--- config.mk ---
export PLATFORM = sky130hd
export DESIGN_NAME = avalon_read_master
export DESIGN_NICKNAME = d
export VERILOG_FILES = /design/src/rtl/avalon_read_master.sv
export SDC_FILE = /design/constraint.sdc
export NUM_CORES = 1
export LEC_CHECK = 0
export ABC_CLOCK_PERIOD_IN_PS = 9000
export BUFFER_PORTS_ARGS = -buffer_cell sky130_fd_sc_hd__buf_2
export CAP_MARGIN = 20
export CORE_ASPECT_RATIO = 0.75
export CORE_MARGIN = 2
export CORE_UTILIZATION = 47
export DETAILED_ROUTE_END_ITERATION = 7
export HOLD_SLACK_MARGIN = 0.06
export PLACE_DENSITY = 0.65
export SLEW_MARGIN = 25
export SYNTH_ARGS = -nofsm -noshare
export SYNTH_HDL_FRONTEND = slang
export SYNTH_SLANG_ARGS = --single-unit
export TNS_END_PERCENT = 50
--- constraint.sdc ---
create_clock -name clk -period 9 [get_ports clk]
set_input_delay 0 -clock clk [delete_from_list [all_inputs] [get_ports clk]]
set_output_delay 0 -clock clk [all_outputs]
set_load 0.05 [all_outputs]
--- src/rtl/avalon_read_master.sv ---
// Avalon-MM pipelined read master: streams a block of words into a show-ahead FIFO.
// Reads are only issued while the FIFO has room for every word already in flight.
module avalon_read_master #(
    parameter int ADDRESSWIDTH    = 28,
    parameter int DATAWIDTH       = 32,
    parameter int BYTEENABLEWIDTH = 4,
    parameter int FIFODEPTH       = 8
) (
    input  logic                       clk,
    input  logic                       reset,
    input  logic                       control_fixed_location,
    input  logic [ADDRESSWIDTH-1:0]    control_read_base,
    input  logic [ADDRESSWIDTH-1:0]    control_read_length,
    input  logic                       control_go,
    output logic                       control_done,
    input  logic                       user_read_buffer,
    output logic [DATAWIDTH-1:0]       user_buffer_output_data,
    output logic                       user_data_available,
    output logic [ADDRESSWIDTH-1:0]    master_address,
    output logic                       master_read,
    output logic [BYTEENABLEWIDTH-1:0] master_byteenable,
    input  logic [DATAWIDTH-1:0]       master_readdata,
    input  logic                       master_readdatavalid,
    input  logic                       master_waitrequest
);

    localparam int PTR_W = $clog2(FIFODEPTH);
    localparam int CNT_W = PTR_W + 1;
    localparam int SUM_W = CNT_W + 1;
    localparam logic [ADDRESSWIDTH-1:0] STEP     = ADDRESSWIDTH'(BYTEENABLEWIDTH);
    localparam logic [ADDRESSWIDTH-1:0] LEN_MASK = ~(STEP - ADDRESSWIDTH'(1));

    typedef enum logic [1:0] {IDLE, ISSUE, DRAIN} state_t;

    state_t                  state_q, state_d;
    logic [ADDRESSWIDTH-1:0] addr_q, addr_d;
    logic [ADDRESSWIDTH-1:0] remaining_q, remaining_d;
    logic                    fixed_q, fixed_d;
    logic [CNT_W-1:0]        outstanding_q, outstanding_d;
    logic [CNT_W-1:0]        fifo_count_q, fifo_count_d;
    logic [PTR_W-1:0]        wr_ptr_q, wr_ptr_d;
    logic [PTR_W-1:0]        rd_ptr_q, rd_ptr_d;
    logic [DATAWIDTH-1:0]    fifo_mem [FIFODEPTH];

    logic             read_ok;
    logic             accept;
    logic             push;
    logic             pop;
    logic [SUM_W-1:0] in_flight;

    // Words buffered plus words requested must never exceed the FIFO, so a push can never overflow.
    assign in_flight = SUM_W'(fifo_count_q) + SUM_W'(outstanding_q);
    assign read_ok   = (state_q == ISSUE) && (remaining_q != '0) && (in_flight < SUM_W'(FIFODEPTH));
    assign accept    = read_ok && !master_waitrequest;
    assign push      = master_readdatavalid && (outstanding_q != '0);
    assign pop       = user_read_buffer && (fifo_count_q != '0);

    always_comb begin
        state_d       = state_q;
        addr_d        = addr_q;
        remaining_d   = remaining_q;
        fixed_d       = fixed_q;
        outstanding_d = outstanding_q;
        fifo_count_d  = fifo_count_q;
        wr_ptr_d      = wr_ptr_q;
        rd_ptr_d      = rd_ptr_q;

        case (state_q)
            IDLE: begin
                if (control_go) begin
                    addr_d      = control_read_base;
                    remaining_d = control_read_length & LEN_MASK;
                    fixed_d     = control_fixed_location;
                    if ((control_read_length & LEN_MASK) != '0) state_d = ISSUE;
                end
            end
            ISSUE: begin
                if (accept) begin
                    remaining_d = remaining_q - STEP;
                    if (!fixed_q) addr_d = addr_q + STEP;
                    if (remaining_q == STEP) state_d = DRAIN;
                end
            end
            DRAIN: begin
                if (outstanding_q == '0) state_d = IDLE;
            end
            default: state_d = IDLE;
        endcase

        if (accept && !push) outstanding_d = outstanding_q + CNT_W'(1);
        else if (!accept && push) outstanding_d = outstanding_q - CNT_W'(1);

        if (push) wr_ptr_d = wr_ptr_q + PTR_W'(1);
        if (pop) rd_ptr_d = rd_ptr_q + PTR_W'(1);
        if (push && !pop) fifo_count_d = fifo_count_q + CNT_W'(1);
        else if (!push && pop) fifo_count_d = fifo_count_q - CNT_W'(1);
    end

    always_ff @(posedge clk) begin
        if (reset) begin
            state_q       <= IDLE;
            addr_q        <= '0;
            remaining_q   <= '0;
            fixed_q       <= 1'b0;
            outstanding_q <= '0;
            fifo_count_q  <= '0;
            wr_ptr_q      <= '0;
            rd_ptr_q      <= '0;
        end else begin
            state_q       <= state_d;
            addr_q        <= addr_d;
            remaining_q   <= remaining_d;
            fixed_q       <= fixed_d;
            outstanding_q <= outstanding_d;
            fifo_count_q  <= fifo_count_d;
            wr_ptr_q      <= wr_ptr_d;
            rd_ptr_q      <= rd_ptr_d;
        end
    end

    always_ff @(posedge clk) begin
        if (push) fifo_mem[wr_ptr_q] <= master_readdata;
    end

    assign control_done            = (state_q == IDLE);
    assign master_address          = addr_q;
    assign master_read             = read_ok;
    assign master_byteenable       = '1;
    assign user_data_available     = (fifo_count_q != '0);
    assign user_buffer_output_data = user_data_available ? fifo_mem[rd_ptr_q] : '0;

endmodule

# Word level (Yosys, flattened, before mapping)
# Memory sizes are Yosys's and may differ from the RTL's. A register that Yosys moved wholly into a read port is not among the register bits.
# Cells that the tools add are included.
word_totals:
  register_bits: 73
  ramBits: 256
  in_bits: 95
  out_inout_bits: 67
  word_cells: 76
  memories: 1
memory_table:
  columns: ["name", "depth", "word_bits", "rd", "rd_clocked_by_memory_dff", "write_ports", "line", "rtl"]
  rows:
  - ["fifo_mem", 8, 32, 1, 1, 1, "43", "logic [DATAWIDTH-1:0] fifo_mem [FIFODEPTH];"]
op_classes:
  addsub: 9
  magnitude_cmp: 1
  n_eq_ne: 9
  n_mux: 22
  n_reduce_logical: 26
op_table:
  columns: ["cell", "count"]
  rows:
  - ["$mux 28", 5]
  - ["$pmux 28 s2", 2]
  - ["$reduce_bool 28->1", 2]
  - ["$mux 32", 1]
  - ["$add 28x3->28 const B", 1]
  - ["$eq 28x3->1 const B", 1]
  - ["$sub 28x3->28 const B", 1]
  - ["$mux 4", 4]
  - ["$mux 2", 5]
  - ["$logic_and 1x1->1", 9]
  - ["$add 4x1->4 const B", 2]
  - ["$ne 2x2->1 const B", 4]
  - ["$reduce_bool 4->1", 2]
  - ["$sub 4x1->4 const B", 2]
  - ["$add 3x1->3 const B", 2]
  - ["$mux 3", 2]
  - ["$pmux 2 s3", 1]
  - ["$reduce_bool 2->1", 3]
  - ["$add 4x4->5", 1]
  - ["$lt 5x4->1 const B", 1]
  - ["$reduce_and 5->1", 1]
  - ["$logic_not 1->1", 4]
  - ["$logic_not 4->1", 1]
  - ["$ne 2x1->1 const B", 2]
  - ["7 further kinds", 8]

# Longest topological paths before layout
# Gate-level depths: netlist of run 1.
logic_depth:
  depth_word: 8
  depth_mapped: 14
  depth_no_buf: 13

# Worst setup path after synthesis of run 1
# No wires, ideal clock.
synth_timing:
  path_type: "flip-flop to flip-flop"
  start: "register outstanding_q[0]"
  end: "memory fifo_mem[2][0] (enable)"
  setup_ns: 0.468
  arrival_ns: 3.323
  t_required_ns: 8.532
  slack_ns: 5.210
  stages_incl_launch_ff: 6
  path_buffers: 0
  synth_period_minus_slack_ns: 3.790
  cell_sequence: "dfxtp_1 -> or4_1 -> nand2_1 -> inv_1 -> nand2b_1 -> nor3b_1"
synth_via:
  elab_chain_cells: 4
synth_lines:
  columns: ["item", "line", "rtl"]
  rows:
  - ["start: declaration", "39", "logic [CNT_W-1:0] outstanding_q, outstanding_d;"]
  - ["start signal: assignment", "114", "outstanding_q <= outstanding_d;"]
  - ["$reduce_bool 4->1", "55", "assign push = master_readdatavalid && (outstanding_q != '0);"]
  - ["$logic_and 1x1->1", "55", null]
  - ["named net push", "47", "logic push;"]
  - ["$mux 1", "122", "if (push) fifo_mem[wr_ptr_q] <= master_readdata;"]
  - ["$mux 1 (not written as such)", "122", null]
  - ["end: declaration", "43", null]
# The timed path passes the listed nets, and every way through them passes these cells.

# Worst setup path after layout of run 1
layout_timing:
  start: "register remaining_q[20]"
  end: "register outstanding_q[3]"
layout_via:
  elab_chain_cells: 7
  elab_cells_between_ends: 9
  classes_between: "1 x mux; 8 x reduce/logical"
layout_lines:
  columns: ["item", "line", "rtl"]
  rows:
  - ["start: declaration", "37", "logic [ADDRESSWIDTH-1:0] remaining_q, remaining_d;"]
  - ["start signal: assignment", "112", "remaining_q <= remaining_d;"]
  - ["$reduce_bool 28->1 (*)", "53", "assign read_ok = (state_q == ISSUE) && (remaining_q != '0) && (in_flight < SUM_W'(FIFODEPTH));"]
  - ["$logic_and 1x1->1 (*) (2 in series)", "53", null]
  - ["$logic_and 1x1->1 (*)", "54", "assign accept = read_ok && !master_waitrequest;"]
  - ["$logic_not 1->1", "91", "else if (!accept && push) outstanding_d = outstanding_q - CNT_W'(1);"]
  - ["$logic_and 1x1->1", "91", null]
  - ["$reduce_bool 2->1 (no line)", null, null]
# Every way passes the cells marked *; elsewhere a longest branch is shown, timed or not.
# A chain may end at the register's enable or synchronous reset.

==> metrics.log, run 1 <==
[metrics] setup repair after global routing missed its margin: no
[metrics] final weighted congestion in routability-driven placement: 0.822
[metrics] effective utilization at floorplan: 48.0%
[metrics] number of global-route vias before repair: 9695
[metrics] r2r endpoint: outstanding_q[3]
[metrics] dominant cells by area after synthesis: edfxtp_1 53%, dfxtp_1 10%, mux4_2 9.9%
[metrics] sink count of the clock tree: 330
[metrics] CP max stage delay: 0.64 ns
[metrics] Top-Level Pins: 162
[metrics] area added between synthesis and finish: 21.6%
[metrics] netlist area before placement: 14600 sq um
[metrics] outcome: finished, final reports clean
[metrics] slowest cell on the critical path: or4_1
[metrics] most used standard cell by instance count after synthesis: edfxtp_1
[metrics] cell at the root of the clock tree: clkbuf_16
[metrics] Compound-Gate Fraction of Synth Area: 10.2%
[metrics] combinational family with the most area after synthesis: multiplexers
[metrics] number of buffers on the longest clock path: 3
[metrics] drt pass-1 iters: 5
[metrics] maximum number of pins on one net before global-route repair: 108
[metrics] number of cells produced by synthesis: 1035
[metrics] NumNets Final: 1375
[metrics] ratio of cells with drive above 1 in the final layout: 25.2%
[metrics] xor-xnor portion of the synthesized cell area: 0.541%
[metrics] number of max-capacitance violations reported: 0
[metrics] cell-by-cell listing of the critical path: or4_1, nor4_4, a31o_4, inv_4, ha_1, inv_1, ha_1, a21o_1, a21oi_1, xnor2_1, or3_1, a21oi_1
[metrics] peak clock frequency supported by timing: 270 MHz
[metrics] number of pins with negative max-slew slack in the final report: 0
[metrics] LEAKAGE: 6.11 nW
[metrics] post-cts repair resize count: 0
[metrics] kind of capture point of the worst setup path: flip-flop
[metrics] Syn Area/Cell: 14.1 sq um
[metrics] capture endpoint of the worst hold path: state_q[0]
[metrics] Chip Width: 207 um
[metrics] number of antenna violations at the first check in global routing: 1
[metrics] Crit path max-delay family: simple AND/OR/NAND/NOR gates
[metrics] Setup Buffers After CTS: 0
[metrics] Worst R2R Setup Slack: 5.30 ns
[metrics] number of warnings issued by yosys: 0
[metrics] start point of the worst hold path: master_waitrequest
[metrics] primary flip-flop cell chosen by synthesis mapping: edfxtp_1
[metrics] Yosys cell types: 69
[metrics] slew margin rel.: 31.6%
[metrics] Post-synth EDFFs: 256
[metrics] IR drop worst, VDD: 0.215 mV
[metrics] first-pass GRT wire length: 54900 um
[metrics] IO Port Bufs: 155
[metrics] transition at the pin with the smallest max-transition slack: 1.02 ns
[metrics] clock latency on the worst-skew pair: 0.51 ns
[metrics] setup TNS after final layout: 0 ns
[metrics] routed wire length per instance: 21.1 um
[metrics] DR vias: 10100
[metrics] Post-synth ARST share: 0%
[metrics] CTS tree: yes
[metrics] total gr overflow: 0
[metrics] final critical path time including I/O delays and setup: 3.70 ns
[metrics] count of nets left with antenna violations after detail routing: 0
[metrics] reg-to-reg critical path startpoint: remaining_q[20]
[metrics] category of the critical setup timing path: reg2reg
[metrics] routed vias/inst: 5.96
[metrics] area share of the leading cell type in the synthesized netlist: 52.8%
[metrics] final-report hold violation count: 0
[metrics] critical path required time: 9.44 ns
[metrics] CTS buffer count: 34
[metrics] area of the core: 30300 sq um
[metrics] path category of the worst min-delay check: in2reg
[metrics] maximum net fanout on the critical path: 32
[metrics] Die ar.: 32400 sq um
[metrics] largest clock skew in the final design: 0.0224 ns
[metrics] sequential fraction of the synthesis area: 63.0%
[metrics] cell types with the highest counts after synthesis: 256 x edfxtp_1, 77 x nand2_1, 75 x nor2_1
[metrics] die height: 156 um
[metrics] cell type with the largest total area after synthesis: edfxtp_1
[metrics] worst-case hold slack: 0.155 ns
[metrics] WL final: 35600 um
[metrics] Starting DRT DRC Count: 1134
[metrics] area share of and/or/nand/nor cells after synthesis: 9.35%
[metrics] overall routing resource usage: 21.7%
[metrics] share of cell area taken by muxes after synthesis: 12.2%
[metrics] level count of the clock H-tree: 2
[metrics] crit path launch type: flip-flop
[metrics] Detail Placement HPWL: 20100 um
[metrics] Arrival @ worst endpoint: 4.14 ns
[metrics] critical path buffer and inverter count: 2
[metrics] power density cells: 334 nW/um^2
[metrics] Synth Area in Adders: 1.56%
[metrics] worst reg-to-reg path cell count: 12
[metrics] count of final setup violators: 0
[metrics] Worst Hold Depth: 5
[metrics] DRC: 0
[metrics] final standard cell utilization of the core: 58.3%
[metrics] final worst-path cycle share: 41.1%
[metrics] Row Count: 55
[metrics] FF+latch count, synth: 330
[metrics] clock transition at the register clock pins on the worst setup and hold paths after CTS: 0.06 ns
[metrics] number of fill cells in the layout: 2370
state kept, by name, summed over array words and instances, names as in the netlist, named ones only:
signal          cells
rd_ptr_q            3
master_address     28
outstanding_q       4
state_q             2
wr_ptr_q            3
remaining_q        26
fifo_mem          256
fixed_q             1
fifo_count_q        4
through the flow:
stage	power [mW]	worst slack, ns	cell area [sq um]	instances
2_1_floorplan	3.93	5.21	14600	1038
3_3_place_gp	4.46	5.36	15700	1534
3_5_place_dp	4.50	5.34	15700	1534
4_1_cts	5.94	5.34	17700	1684
5_1_grt	6.24	5.09	17700	1686
6_report	5.91	5.30	17700	1686
per-layer routing:
layer | track usage, % | vias to the layer above | wire (um)
met4 | 6.22 | 0 | 807
met3 | 4.25 | 75 | 2740
li1 | - | 4573 | -
met5 | 0 | - | 0
met1 | 31.6 | 4972 | 15900
met2 | 33.3 | 436 | 16200
kinds of logic after synthesis:
kind of cell,after synthesis
DFF,330
and+or+nand+nor,272
AOI/OAI and AO/OA,213
muxes,98
buffers and inverters,95
adders and majority gates,17
xor gates and xnor gates,9
other,1
report_power, final:
part,switching [mW],internal (mW)
Clock,0.566,0.827
Combinational,1.68,0.812
Sequential,0.189,1.83
repair_timing:
action | CTS | global route
setup endpoints to repair | 0 | 0
hold buffers | 91 | 0
hold endpoints to repair | 320 | 0
worst reg2reg max path, delay by kind of cell, from the launching register on:
family | cells | cell delay, ns
and+or+nand+nor | 3 | 1.39
AOI/OAI and AO/OA | 4 | 1.01
adders and majority gates | 2 | 0.48
DFF | 1 | 0.39
buffers and inverters | 2 | 0.28
xor gates and xnor gates | 1 | 0.09
how the worst max path moves through the flow:
stage / start / endpoint / cells after the start
after floorplan: outstanding_q[0] / fifo_mem[2][0] / 5
after global placement: remaining_q[13] / outstanding_q[3] / 12
after detailed placement: remaining_q[13] / outstanding_q[3] / 12
after CTS: remaining_q[13] / outstanding_q[3] / 12
after global routing: remaining_q[20] / outstanding_q[3] / 12
final: remaining_q[20] / outstanding_q[3] / 12
cell type report:
class	instances	area (sq um)	share of cell area, %
repair buffers	265	1840	10.4
multi-input cells	613	5020	28.3
inverters	19	73.8	0.417
flip-flops and latches	330	9180	51.8
well taps	399	499	2.82
clock inverters	19	199	1.12
clock buffers	40	895	5.05
diodes	1	2.50	0.0141
placed cells by master, fill, tap and decap left out, types with 18 or more instances in the layout:
cell	instances
a31oi_1	18
buf_4	18
nor2_1	73
buf_2	155
dlygate4sd3_1	91
clkbuf_16	35
dfxtp_1	71
mux4_2	64
o32ai_1	34
a21oi_1	71
nand3_1	25
nand2_1	77
mux2i_1	34
edfxtp_1	256
No activity file was read; power rests on OpenSTA's default activity.
==> run 2: changes to the inputs <==
--- a/config.mk
+++ b/config.mk
@@ -5,7 +5,8 @@
 export SDC_FILE = /design/constraint.sdc
 export NUM_CORES = 1
 export LEC_CHECK = 0
-export ABC_CLOCK_PERIOD_IN_PS = 9000
+export ABC_AREA = 1
+export ABC_CLOCK_PERIOD_IN_PS = 3340
 export BUFFER_PORTS_ARGS = -buffer_cell sky130_fd_sc_hd__buf_2
 export CAP_MARGIN = 20
 export CORE_ASPECT_RATIO = 0.75
@@ -13,7 +14,7 @@
 export CORE_UTILIZATION = 47
 export DETAILED_ROUTE_END_ITERATION = 7
 export HOLD_SLACK_MARGIN = 0.06
-export PLACE_DENSITY = 0.65
+export PLACE_DENSITY = 0.68
 export SLEW_MARGIN = 25
 export SYNTH_ARGS = -nofsm -noshare
 export SYNTH_HDL_FRONTEND = slang
==> constraint.sdc (replaced) <==
create_clock -name clk -period 3.34 [get_ports clk]
set_input_delay 0 -clock clk [delete_from_list [all_inputs] [get_ports clk]]
set_output_delay 0 -clock clk [all_outputs]
set_load 0.05 [all_outputs]
==> run 2 against run 1 <==
  * Routed wire length is 9.1% higher
  * Hold slack got worse by 0.024 ns
  * Combinational power grew to 2.7 times the previous value
  * Synthesized cell count up 55%
  * Critical path type unchanged
  * Largest cell class unchanged
  * Highest routed layer unchanged
==> metrics.log, run 2 <==
[metrics] outcome: finished, final reports clean
[metrics] cell at the root of the clock tree: clkbuf_16
[metrics] drt pass-1 iters: 5
[metrics] primary flip-flop cell chosen by synthesis mapping: edfxtp_1
[metrics] cell type with the largest total area after synthesis: edfxtp_1
[metrics] CTS tree: yes
[metrics] start point of the worst hold path: control_go
[metrics] kind of capture point of the worst setup path: flip-flop
[metrics] Crit path max-delay family: buffers and inverters
[metrics] number of buffers on the longest clock path: 3
[metrics] Arrival @ worst endpoint: 3.46 ns
[metrics] slowest cell on the critical path: dlygate4sd3_1
[metrics] die height: 159 um
[metrics] number of antenna repair diodes: 0
[metrics] fraction of power consumed by sequential logic: 34.3%
[metrics] reg-to-reg critical path startpoint: state_q[1]
[metrics] cell types with the highest counts after synthesis: 375 x nor2_1, 256 x edfxtp_1, 242 x nand2_1
[metrics] CP max stage delay: 0.59 ns
[metrics] Post-synth ARST share: 0%
[metrics] number of pins with negative max-slew slack in the final report: 0
[metrics] post-cts repair resize count: 0
[metrics] category of the critical setup timing path: reg2reg
[metrics] effective utilization at floorplan: 47.9%
[metrics] final weighted congestion in routability-driven placement: 0.876
[metrics] clock transition at the register clock pins on the worst setup and hold paths after CTS: 0.06 ns
[metrics] sum of met3 wire segment lengths after detailed routing: 2440 um
[metrics] highest metal layer used by the detailed router: met4
[metrics] sink count of the clock tree: 330
[metrics] count of nets left with antenna violations after detail routing: 0
[metrics] Starting DRT DRC Count: 990
[metrics] Detail Placement HPWL: 21700 um
[metrics] Yosys cell types: 43
[metrics] detailed-routed wire length on met2: 18000 um
[metrics] routed vias/inst: 5.36
[metrics] maximum net fanout on the critical path: 56
[metrics] area of the core: 31300 sq um
[metrics] level count of the clock H-tree: 2
[metrics] power density cells: 867 nW/um^2
[metrics] area added between synthesis and finish: 22.3%
[metrics] Tot Pwr: 15.9 mW
[metrics] slew margin rel.: 49.8%
[metrics] final worst-path cycle share: 89.6%
[metrics] number of max-capacitance violations reported: 0
[metrics] r2r endpoint: master_address[3]
[metrics] Worst Hold Depth: 6
[metrics] LEAKAGE: 7.14 nW
[metrics] cell-by-cell listing of the critical path: inv_1, nand2_2, buf_4, inv_1, buf_4, nand2_4, nand4_1, dlygate4sd3_1, a21oi_1, dlygate4sd3_1
[metrics] worst-case hold slack: 0.131 ns
[metrics] Post-synth EDFFs: 256
[metrics] number of cells produced by synthesis: 1600
[metrics] Comb pwr share: 42.2%
[metrics] crit path launch type: flip-flop
[metrics] number of warnings issued by yosys: 0
[metrics] final standard cell utilization of the core: 58.5%
[metrics] Worst R2R Setup Slack: 0.35 ns
[metrics] setup repair after global routing missed its margin: no
[metrics] capture endpoint of the worst hold path: state_q[0]
[metrics] Chip Width: 210 um
[metrics] maximum number of pins on one net before global-route repair: 129
[metrics] largest clock skew in the final design: 0.00952 ns
[metrics] CTS buffer count: 35
[metrics] critical path required time: 3.81 ns
[metrics] total gr overflow: 0
[metrics] Top-Level Pins: 162
[metrics] most common cell after layout, fill and taps aside: nor2_1
[metrics] clock latency on the worst-skew pair: 0.53 ns
[metrics] path category of the worst min-delay check: in2reg
[metrics] switching power: 6.89 mW
[metrics] first-pass GRT wire length: 60300 um
[metrics] transition at the pin with the smallest max-transition slack: 0.753 ns
[metrics] internal power consumption: 9.00 mW
[metrics] Die ar.: 33300 sq um
[metrics] setup TNS after final layout: 0 ns
[metrics] DRC: 0
[metrics] clock network fraction of total power: 23.5%
[metrics] IO Port Bufs: 155
[metrics] overall routing resource usage: 22.9%
[metrics] register bank with the most flops: fifo_mem
[metrics] top library cells by usage in the layout, fill and taps aside: 367 x nor2_1, 256 x edfxtp_1, 241 x nand2_1
[metrics] WL final: 38800 um
[metrics] switching power share of the total: 43.4%
[metrics] netlist area before placement: 15000 sq um
[metrics] wire length on met1: 17500 um
[metrics] Syn Area/Cell: 9.37 sq um
[metrics] DR vias: 12200
[metrics] number of antenna violations at the first check in global routing: 0
[metrics] number of global-route vias before repair: 11400
[metrics] worst reg-to-reg path cell count: 10
[metrics] final-report hold violation count: 0
[metrics] most used standard cell by instance count after synthesis: nor2_1
[metrics] critical path buffer and inverter count: 6
[metrics] final critical path time including I/O delays and setup: 2.99 ns
[metrics] ratio of cells with drive above 1 in the final layout: 13.6%
[metrics] routed wire length per instance: 17.1 um
[metrics] FF+latch count, synth: 330
[metrics] Row Count: 56
[metrics] sequential fraction of the synthesis area: 61.2%
[metrics] dominant cells by area after synthesis: edfxtp_1 51%, dfxtp_1 9.9%, nor2_1 9.4%
[metrics] IR drop worst, VDD: 0.699 mV
[metrics] area share of the leading cell type in the synthesized netlist: 51.3%
[metrics] count of final setup violators: 0
[metrics] total number of cells along the worst setup path: 10
[metrics] flip-flop count of the largest register after layout: 256
[metrics] peak clock frequency supported by timing: 334 MHz
[metrics] NumNets Final: 1951
-- run 2: how the worst max path moves through the flow --
| stage | from | end | slack (ns) |
|---|---|---|---|
| 6_report | state_q[1] | master_address[3] | 0.35 |
| 5_1_grt | state_q[1] | master_address[3] | 0.17 |
| 4_1_cts | state_q[1] | master_address[3] | 0.42 |
| 3_5_place_dp | outstanding_q[1] | outstanding_q[3] | 0.74 |
| 3_3_place_gp | fifo_count_q[1] | outstanding_q[3] | 0.75 |
| 2_1_floorplan | outstanding_q[0] | fifo_mem[0][0] | 0.68 |
-- run 2: final cells by class --
| type | count | area, sq um |
|---|---|---|
| clock buffer | 46 | 938 |
| tap | 406 | 508 |
| multi-input combinational | 1089 | 5140 |
| timing repair buffer | 281 | 2050 |
| inverter | 102 | 384 |
| sequential | 330 | 9170 |
| clock inverter | 16 | 145 |
| fill | 2634 | 13000 |
-- run 2: cells by family after synthesis --
kind of cell             after synthesis  synth area share (%)
AND/OR/NAND/NOR                      700                  18.7
AO/OA/AOI/OAI                        353                  12.6
flip-flops                           330                  61.2
buffers and inverters                184                  5.05
adder cells (fa/ha/maj)               17                  1.52
XOR/XNOR                              13                 0.760
multiplexers                           2                 0.134
other                                  1                0.0250
-- run 2: worst min-delay path, delay by kind of cell --
family | cells | cell delay (ns)
AND/OR/NAND/NOR | 4 | 0.50
buffers and inverters | 2 | 0.12
-- run 2: metrics by stage --
step,setup slack [ns],cell area [sq um],std cells
after floorplan,0.677,15000,1603
after CTS,0.422,18300,2270
after global routing,0.165,18300,2270
after global placement,0.750,16200,2103
final,0.346,18300,2270
after detailed placement,0.737,16200,2103
-- run 2: layer usage --
| metal | GRT usage, % | vias up |
|---|---|---|
| li1 | - | 5927 |
| met1 | 31.9 | 5762 |
| met2 | 36.8 | 402 |
| met3 | 3.67 | 82 |
| met4 | 7.84 | 0 |
| met5 | 0 | - |
-- run 2: power by group through the flow --
| stage | registers (mW) | logic (mW) | clock network [mW] |
|---|---|---|---|
| floorplan | 5.89 | 4.49 | 0 |
| finish | 5.45 | 6.71 | 3.74 |
| CTS | 5.44 | 6.68 | 3.82 |
| detailed placement | 5.53 | 6.50 | 0 |
| global route | 5.51 | 7.36 | 3.96 |
| global placement | 5.50 | 6.39 | 0 |
-- run 2: timing repair --
item	in CTS	in global routing
hold buffers	105	0
hold endpoints to repair	324	0
setup buffers	0	0
